<file path="config.mk">
export PLATFORM = sky130hd
export DESIGN_NAME = nash_byte_packer
export DESIGN_NICKNAME = d
export VERILOG_FILES = /design/src/rtl/nash_byte_packer.sv
export SDC_FILE = /design/constraint.sdc
export NUM_CORES = 1
export LEC_CHECK = 0
export CAP_MARGIN = 0
export CORE_ASPECT_RATIO = 0.7
export CORE_MARGIN = 3
export CORE_UTILIZATION = 58
export CTS_BUF_LIST = sky130_fd_sc_hd__clkbuf_2 sky130_fd_sc_hd__clkbuf_4 sky130_fd_sc_hd__clkbuf_8
export DETAILED_ROUTE_END_ITERATION = 10
export PLACE_DENSITY = 0.76
export SETUP_SLACK_MARGIN = 0.5
export SKIP_LAST_GASP = 1
export SYNTH_ARGS = -nofsm -noshare
export SYNTH_HDL_FRONTEND = slang
export SYNTH_SLANG_ARGS = --single-unit
</file>
<file path="constraint.sdc">
create_clock -name clk -period 5.1 [get_ports clk]
set_input_delay 1.53 -clock clk [delete_from_list [all_inputs] [get_ports clk]]
set_output_delay 1.53 -clock clk [all_outputs]
set_load 0.05 [all_outputs]
</file>
<file path="src/rtl/nash_byte_packer.sv">
// Packs serial cipher bits into BYTE_W-bit words and queues them in a small FIFO with valid/ready output.
// Word visible one cycle after its last bit; words arriving at a full, non-popping FIFO are dropped (sticky overflow).
module nash_byte_packer #(
  parameter int BYTE_W     = 8,
  parameter int FIFO_DEPTH = 4,
  parameter int MSB_FIRST  = 1
) (
  input  logic                          clk,
  input  logic                          reset,
  input  logic                          bit_in,
  input  logic                          bit_valid,
  input  logic                          frame_start,
  input  logic                          flush,
  output logic [BYTE_W-1:0]             out_data,
  output logic                          out_valid,
  input  logic                          out_ready,
  output logic [$clog2(FIFO_DEPTH):0]   fifo_level,
  output logic                          overflow
);

  localparam int CW = $clog2(BYTE_W);
  localparam int AW = $clog2(FIFO_DEPTH);
  localparam int LW = AW + 1;
  localparam logic [CW-1:0] LAST = CW'(BYTE_W - 1);
  localparam logic [LW-1:0] FULL_LVL = LW'(FIFO_DEPTH);

  logic [BYTE_W-1:0] sr, sr_nxt, word, push_dat;
  logic [CW-1:0]     cnt, cnt_nxt, pos_cur, pos_first;
  logic              push;

  logic [BYTE_W-1:0] mem [FIFO_DEPTH];
  logic [AW-1:0]     wr_ptr, rd_ptr;
  logic [LW-1:0]     level;
  logic              pop, full, accept;

  assign pos_cur   = (MSB_FIRST != 0) ? LAST - cnt : cnt;
  assign pos_first = (MSB_FIRST != 0) ? LAST : '0;

  // Unfilled positions of sr are always zero, so a flushed word is already padded.
  always_comb begin
    word     = sr;
    sr_nxt   = sr;
    cnt_nxt  = cnt;
    push     = 1'b0;
    push_dat = '0;
    if (frame_start) begin
      sr_nxt  = '0;
      cnt_nxt = '0;
      if (bit_valid) begin
        sr_nxt[pos_first] = bit_in;
        cnt_nxt           = CW'(1);
      end
    end else begin
      if (bit_valid) word[pos_cur] = bit_in;
      if ((bit_valid && cnt == LAST) || (flush && (bit_valid || cnt != '0))) begin
        push     = 1'b1;
        push_dat = word;
        sr_nxt   = '0;
        cnt_nxt  = '0;
      end else if (bit_valid) begin
        sr_nxt  = word;
        cnt_nxt = cnt + 1'b1;
      end
    end
  end

  always_ff @(posedge clk) begin
    if (reset) begin
      sr  <= '0;
      cnt <= '0;
    end else begin
      sr  <= sr_nxt;
      cnt <= cnt_nxt;
    end
  end

  assign out_valid  = (level != '0);
  assign pop        = out_valid && out_ready;
  assign full       = (level == FULL_LVL);
  // A full FIFO still takes a word when the head leaves in the same cycle.
  assign accept     = push && (!full || pop);
  assign out_data   = out_valid ? mem[rd_ptr] : '0;
  assign fifo_level = level;

  always_ff @(posedge clk) begin
    if (accept) mem[wr_ptr] <= push_dat;
  end

  always_ff @(posedge clk) begin
    if (reset) begin
      wr_ptr   <= '0;
      rd_ptr   <= '0;
      level    <= '0;
      overflow <= 1'b0;
    end else begin
      if (accept) wr_ptr <= wr_ptr + 1'b1;
      if (pop)    rd_ptr <= rd_ptr + 1'b1;
      if (push && !accept) overflow <= 1'b1;
      case ({accept, pop})
        2'b10:   level <= level + 1'b1;
        2'b01:   level <= level - 1'b1;
        default: level <= level;
      endcase
    end
  end

endmodule

</file>
After elaboration in Yosys (flattened, before gate mapping):

Memories as Yosys holds them, arrays and structs flattened. A register that Yosys moved wholly into a read port is not among the register bits.
Cells that the tools add are included.

* register bits after elaboration: 19
* latch bits: 0
* RAM bits: 32
* bits in read-only memories: 0
* input port bits: 7
* output and inout bits: 13
* logic and storage cells: 56
* memories: 1

Memory list
* mem: depth 4, width 8, rd ports 1, clocked after memory_dff 1, write ports 1, RTL line 31 `logic [BYTE_W-1:0] mem [FIFO_DEPTH];`

* $add $sub $neg: 6
* multipliers: 0
* divide/modulo/power cells: 0
* order comparisons: 2
* equal/unequal tests: 4
* shift-type cells: 0
* mux-type cells: 22
* bitwise logic cells: 0
* reduce and logical (&&, ||, !) cells: 15

Operator list (count)
* 8-bit 2-to-1 mux: 8
* 3-bit 2-to-1 mux: 3
* 3-bit nonzero test: 3
* 8-bit bitwise mux: 1
* 3-bit by 1-bit adder with 3-bit output, second input constant: 2
* 3-bit == test, second input constant: 2
* 1-bit logical AND: 6
* 1-bit 2-to-1 mux: 6
* 3-bit case mux with 2 select lines: 1
* 2-bit by 1-bit adder with 2-bit output, second input constant: 2
* 3-bit by 4-bit < comparator with 1-bit output, second input constant: 1
* 2-bit 2-to-1 mux: 2
* 1-bit demux with 3-bit select: 1
* 3-bit by 1-bit greater-or-equal comparator with 1-bit output, second input constant: 1
* 1-bit logical OR: 3
* 3-bit by 1-bit subtractor with 3-bit output, second input constant: 1
* 3-bit subtractor, first input constant: 1
* 2-bit by 1-bit == test with 1-bit output, second input constant: 1
* 2-bit == test, second input constant: 1
* 1-bit zero test: 2
* 2-bit nonzero test: 1

Logic depth before layout (Yosys ltp):

Gate-level depths: netlist of the first run.

* depth after elaboration: 10
* depth in mapped cells: 11
* mapped depth without buffers: 9

Least setup slack after synthesis of the first run:

Ideal clock, no wire load.

* kind: register to output
* from: register level[1] (netlist: fifo_level[1])
* to: output out_data[0]
* arrival: 2.186 ns
* data required time: 3.570 ns
* setup slack: 1.384 ns
* stages on the path, launching flop included: 5
* path buffers: 2
* cells stage by stage: dfxtp_1 clkbuf_1 or3_1 clkbuf_1 and2_1

* word-level cells in the longest chain between the ends: 2

Ends and longest elaborated chain
* start, declared: RTL line 33 `logic [LW-1:0] level;`
* start signal, assigned: RTL line 100 `2'b10: level <= level + 1'b1;`
* start signal, assigned: RTL line 101 `2'b01: level <= level - 1'b1;`
* start signal, assigned: RTL line 102 `default: level <= level;`
* 3-bit nonzero test: RTL line 77 `assign out_valid = (level != '0);`
* net out_valid: RTL line 15 `output logic out_valid,`
* 8-bit 2-to-1 mux: RTL line 82 `assign out_data = out_valid ? mem[rd_ptr] : '0;`
* end, declared: RTL line 14 `output logic [BYTE_W-1:0] out_data,`

The timed path passes the listed nets, and every way through them passes these cells.

==> results of run 1 <==
flip-flops by register name, indices dropped and copies added, names as in the netlist, named ones only:
name and count:
cnt 3, fifo_level 3, sr 8, wr_ptr 2, overflow 1, mem 32, rd_ptr 2
final timing paths:
check | start | depth (start not counted) | endpoint
setup reg to reg | cnt[0]$_SDFFE_PP0P_ | 9 | fifo_level[2]$_SDFFE_PP0P_
hold / removal | overflow$_SDFFE_PP0P_ | 2 | overflow$_SDFFE_PP0P_
hold reg to reg | overflow$_SDFFE_PP0P_ | 2 | overflow$_SDFFE_PP0P_
setup / recovery | flip-flop | 3 | out_data[3]
kinds of logic after synthesis:
kind of cell             count (synthesis)  synth area share (%)
XOR/XNOR                                 5                  1.82
adder cells (fa/ha/maj)                  8                  4.48
AO/OA/AOI/OAI                           22                  6.92
AND/OR/NAND/NOR                         67                  14.0
buffers and inverters                   20                  3.70
multiplexers                            18                  11.7
flip-flops                              53                  57.5
cells in the final DEF (no fill, tap or decap), types with 2 or more instances in the layout:
cell type,synthesis,layout
edfxtp_1,32,32
mux4_2,8,8
nor2_1,25,25
xnor2_1,3,3
a21oi_1,9,9
nor3_1,5,5
nand2b_1,2,2
clkbuf_8,0,5
mux2i_1,10,10
ha_1,7,7
nand3_1,5,5
inv_1,8,8
dfxtp_1,21,21
and2_1,12,12
or3_1,6,6
nand4_1,2,2
xor2_1,2,2
o21ai_0,3,3
nand2_1,5,5
clkdlybuf4s50_1,0,19
layout make-up:
| class | instances | area share, % |
|---|---|---|
| clock buffers | 5 | 2.53 |
| clock inverters | 3 | 1.52 |
| inverters | 8 | 1.11 |
| multi-input cells | 120 | 34.4 |
| flip-flops and latches | 53 | 50.9 |
| well taps | 50 | 2.30 |
| repair buffers | 20 | 7.28 |
worst max-delay path, delay by kind of cell (launching register included):
family	cells	cell delay (ps)
DFF	1	690
muxes	1	580
and+or+nand+nor	1	180
buffers and inverters	1	710
report_power, final:
group	internal (W)	total (W)	switching [W]
Clock	0.000144	0.000277	0.000133
Sequential	0.000458	0.000467	0.00000878
Combinational	0.0000358	0.0000908	0.0000550
metrics by stage:
step           instance area (µm²)  util [%]  setup WS [ps]  instances
6_report                      2720      72.6           1100        259
5_1_grt                       2720      72.6            984        259
4_1_cts                       2720      72.6           1070        259
3_5_place_dp                  2610      69.7           1180        251
3_3_place_gp                  2610      69.7           1250        251
2_1_floorplan                 2400         -           1380        193
per-layer routing:
layer | GRT usage (%) | routed length (µm) | vias up | share of wire [%]
li1 | - | - | 724 | -
met1 | 26.1 | 2040 | 730 | 48
met2 | 29.6 | 1970 | 31 | 46
met3 | 5.10 | 195 | 8 | 4.6
met4 | 8.39 | 70 | 0 | 1.6
met5 | 0 | 0 | - | 0
==> reports/metrics.cfg, run 1 <==
[run_status]
status=completed

[critical_path]
max_stage_delay_ps=710
arrival_ps=2470
worst-setup-path-type=reg -> out
cp-end-kind=output port
start_kind=flip-flop
cp_slowest_cell=clkdlybuf4s50_1
crit_chain=mux4_2 > and2_1 > clkdlybuf4s50_1
required_ps=3570
crit_fanout=8
r2r_slack_ps=2360

[global_route]
antenna_found_initial=0
grt_pass1_vias=1462
grt_use_total_pct=19.2
grt_pass1_wl_um=7120
grt-ovfl-total=0
grt_max_degree=18

[logic_synthesis]
yosys-top-cells-area=edfxtp_1, dfxtp_1, mux4_2
synthTopCellsByCount=edfxtp_1, nor2_1, dfxtp_1
avgSynthCellArea_um2=12.5
synth_top_area_share_pct=40.0
yosysWarnings=0
synth_nets=208
ys_types=38
synth_most_common_cell=edfxtp_1
yosysTopAreaCell=edfxtp_1
ys_seq_area_share_pct=57.5
netlist_instances=193
synth_flop_cell=edfxtp_1
synth_edf_count=32
synth_area_um2=2400
ys_ff_latch=53
async_flop_share_pct=0

[cts]
postCtsSetupRepairBufs=0
htreeDepth=2
cts_buffer_depth=2
cts_root_buffer=clkbuf_8
cts_tree=done
cts_hold_buf=0
clk_pin_slew_ps=90
cts_num_sinks=53
cts_buffers=5
post_cts_resized=0
clk_latency_ps=310

[timing]
worstMarginPinSlew_ps=568
setup_viol=0
finalCritPeriodShare_pct=78.4
fin_crit_ps=4000
slew_headroom_pct=62.1
max_freq_mhz=250
tns_ps=0
final-hold-violation-count=0
finalClockSkew_ps=8.09
grt_setup_unrepaired=false
timing.hold.ws_ps=486
drv_slew=0

[detailed_routing]
vias=1493
final_antenna_net_count=0
drc_errors=0
routed_wl_um=4280
wl_per_cell_um=16.5
avgViaCountPerCell=5.76
drtIter0Drc=97
dr.pass1.iters=4

[layout]
fin_nets=223
drive_gt1_share_pct=8.61
seqCellArea_um2=1380
synthToLayoutAreaGrowth_pct=13.0
multi_input_area_um2=933
diodes=0
nFillCells=283

[pwr]
power.density_nw_per_um2=307
finalPower_w=0.000834
p_leak_nw=0.926
ir_drop_uv=264

[floorplan]
pin_count=20
coreArea_um2=3740
start_util_pct=64.3
die-area_um2=4960
rows=18
die_h_um=59.9
die_x_um=82.9

[placed_design]
place.gp.congestion=0.792
numPortBuffers=19
dp_hpwl_um=3060

[run]
cap_violations=0

[hold_path]
hp-class=reg -> reg

Power figures use the tool's default switching activity.
==> run 2: changes to the inputs <==
CORE_UTILIZATION = 54   (was 58)
PLACE_DENSITY = 0.74   (was 0.76)
clock period = 3.6 ns   (was 5.1 ns; I/O delays follow)
==> run 2 against run 1 <==
Effect of this change:
- combinational power grew 45%
- sequential power grew 41%
- utilization shrank 5.1 points
- first-iteration DRC count shrank 36%
- largest power group unchanged
==> reports/metrics.cfg, run 2 (same netlist as run 1, synthesis figures left out) <==
[run_status]
status=completed

[detailed_routing]
final_antenna_net_count=0  ; unchanged
drc_errors=0  ; unchanged
drtIter0Drc=62  ; -36%
vias=1520  ; +1.8%
dr.pass1.iters=5  ; +1
wl_per_cell_um=16.8  ; +1.5%
avgViaCountPerCell=5.78  ; +0.26%
routed_wl_um=4410  ; +3.1%

[pwr]
power_switching_w=0.000278  ; +41%
p_comb_share_pct=10.6  ; -0.3 points
p_int_w=0.000975  ; +53%
pwr-share-clk_pct=37.0  ; +3.8 points
ir_drop_uv=293  ; +11%
power_frac_seq_pct=52.5  ; -3.4 points
p_leak_nw=1.01  ; +8.6%
power.density_nw_per_um2=454  ; +48%
swShare_pct=22.2  ; -1.4 points
finalPower_w=0.00125  ; +50%

[cts]
cts_buffers=5  ; unchanged
postCtsSetupRepairBufs=0  ; unchanged
cts_tree=done
clk_pin_slew_ps=90  ; about the same
clk_latency_ps=300  ; about the same
cts_root_buffer=clkbuf_8
htreeDepth=2  ; unchanged
cts_num_sinks=53  ; unchanged
cts_buffer_depth=2  ; unchanged

[global_route]
use_met1_pct=24.0  ; -2.1 points
grt_use_met2_pct=30.9  ; +1.3 points
grt_use_total_pct=18.2  ; -0.94 points
antenna_found_initial=0  ; unchanged
grt-ovfl-total=0  ; unchanged
grt_max_degree=18  ; unchanged
met3_usage_pct=4.48  ; -0.62 points
grt_pass1_vias=1468  ; +0.41%
grt_pass1_wl_um=7250  ; +1.8%
busiest_layer=met2

[critical_path]
required_ps=3770  ; +200 ps
cp-end-kind=flip-flop
crit_chain=clkdlybuf4s50_1 > or2_4 > a32oi_4 > nand3_1 > fa_2 > or3_1 > a31oi_1 > a21oi_1
start_kind=primary input
arrival_ps=3190  ; +720 ps
max_stage_delay_ps=470  ; -240 ps
crit_fanout=5  ; -3
worst-setup-path-type=in -> reg
cp_slowest_cell=clkdlybuf4s50_1
crit_buf_inv=1  ; unchanged
crit_family=simple AND/OR/NAND/NOR gates

[timing]
worstMarginPinSlew_ps=481  ; -86.7 ps
finalClockSkew_ps=10.4  ; +2.28 ps
slew_headroom_pct=67.5  ; +5.4 points
fin_crit_ps=3020
final-hold-violation-count=0  ; unchanged
drv_slew=0  ; unchanged
setup_viol=0  ; unchanged
finalCritPeriodShare_pct=83.8
grt_setup_unrepaired=false
max_freq_mhz=331
tns_ps=0  ; unchanged

[placed_design]
dp_hpwl_um=3200  ; +4.4%
place.gp.congestion=0.826  ; +4.2%
place_inst=255  ; +1.6%
dpl-instance-area_um2=2630  ; +0.77%
numPortBuffers=19  ; unchanged

[layout]
drive_gt1_share_pct=13.7  ; +5.1 points
final_cell_area_um2=2760  ; +1.7%
mostFrequentLayoutCells=edfxtp_1, nor2_1, dfxtp_1
final_common_cell=edfxtp_1
synthToLayoutAreaGrowth_pct=14.8
instances_no_fill=263  ; +1.5%
seqCellArea_um2=1380  ; unchanged
largest_register_ffs=32  ; unchanged
fin_nets=225  ; +0.90%
multi_input_area_um2=948  ; +1.6%
diodes=0  ; unchanged
nFillCells=313  ; +11%
finish.utilization_pct=67.5  ; -5.1 points
largest-register=mem
largest_registers=mem x32, sr x8

[floorplan]
coreArea_um2=4090  ; +9.4%
rows=19  ; +1
pin_count=20  ; unchanged
die_h_um=61.8  ; +3.3%
die_x_um=85.7  ; +3.4%
start_util_pct=58.8  ; -5.5 points
die-area_um2=5300  ; +6.8%

[hold_path]
hp-class=reg -> reg

[run]
cap_violations=0  ; unchanged

-- run 2: changes by cell type in the layout (fill, tap and decap cells not counted), moves of 2 or more --
cell / previous run / this run
clkdlybuf4s50_1: 19 / 10
and2_1: 12 / 8
buf_4: 1 / 3
dlygate4sd2_1: 0 / 7
and2_2: 0 / 4
-- run 2: path summary, 6_finish.rpt --
kind | slack [ps] | end | startpoint | cells after the start
worst max-delay path | 580 | fifo_level[2]$_SDFFE_PP0P_ | flush | 8
worst max register to register | 1000 | fifo_level[2]$_SDFFE_PP0P_ | cnt[0]$_SDFFE_PP0P_ | 9
worst min-delay path | 510 | sr[4]$_SDFFE_PP0P_ | sr[4]$_SDFFE_PP0P_ | 2
worst min register to register | 510 | sr[4]$_SDFFE_PP0P_ | sr[4]$_SDFFE_PP0P_ | 2
-- run 2: routing by layer --
layer | routed length [µm] | share of wire (%)
met1 | 2020 | 46
met2 | 2150 | 49
met4 | 21 | 0.48
met3 | 217 | 4.9
met5 | 0 | 0
-- run 2: area by class of cell --
type	instances	area share [%]
inverter	8	1.09
clock buffer	5	2.49
clock inverter	3	2.36
multi-input combinational	120	34.4
tap	52	2.36
sequential	53	50.0
timing repair buffer	22	7.30
-- run 2: power by group through the flow --
stage	Sequential (W)	Combinational (W)	Clock (W)
after floorplan	0.000671	0.0000965	0
after global placement	0.000671	0.000130	0
after detailed placement	0.000671	0.000135	0
after CTS	0.000658	0.000132	0.000467
after global routing	0.000659	0.000143	0.000497
final	0.000657	0.000132	0.000463
-- run 2: tightest hold or removal path: stages, from the launching register on --
cell and delay (ps):
dfxtp_1 310, mux2i_1 80, nor2_1 90
-- run 2: stage by stage --
stage          hold slack, ps  setup slack (ps)
3_3_place_gp              455               325
3_5_place_dp              473               213
2_1_floorplan             472               550
4_1_cts                   507               544
5_1_grt                   536               495
6_report                  511               583
-- run 2: what timing repair did --
item	4_1_cts	5_1_grt
endpoints found under the setup margin	9	35
gates resized for setup	9	8
hold buffers	0	0
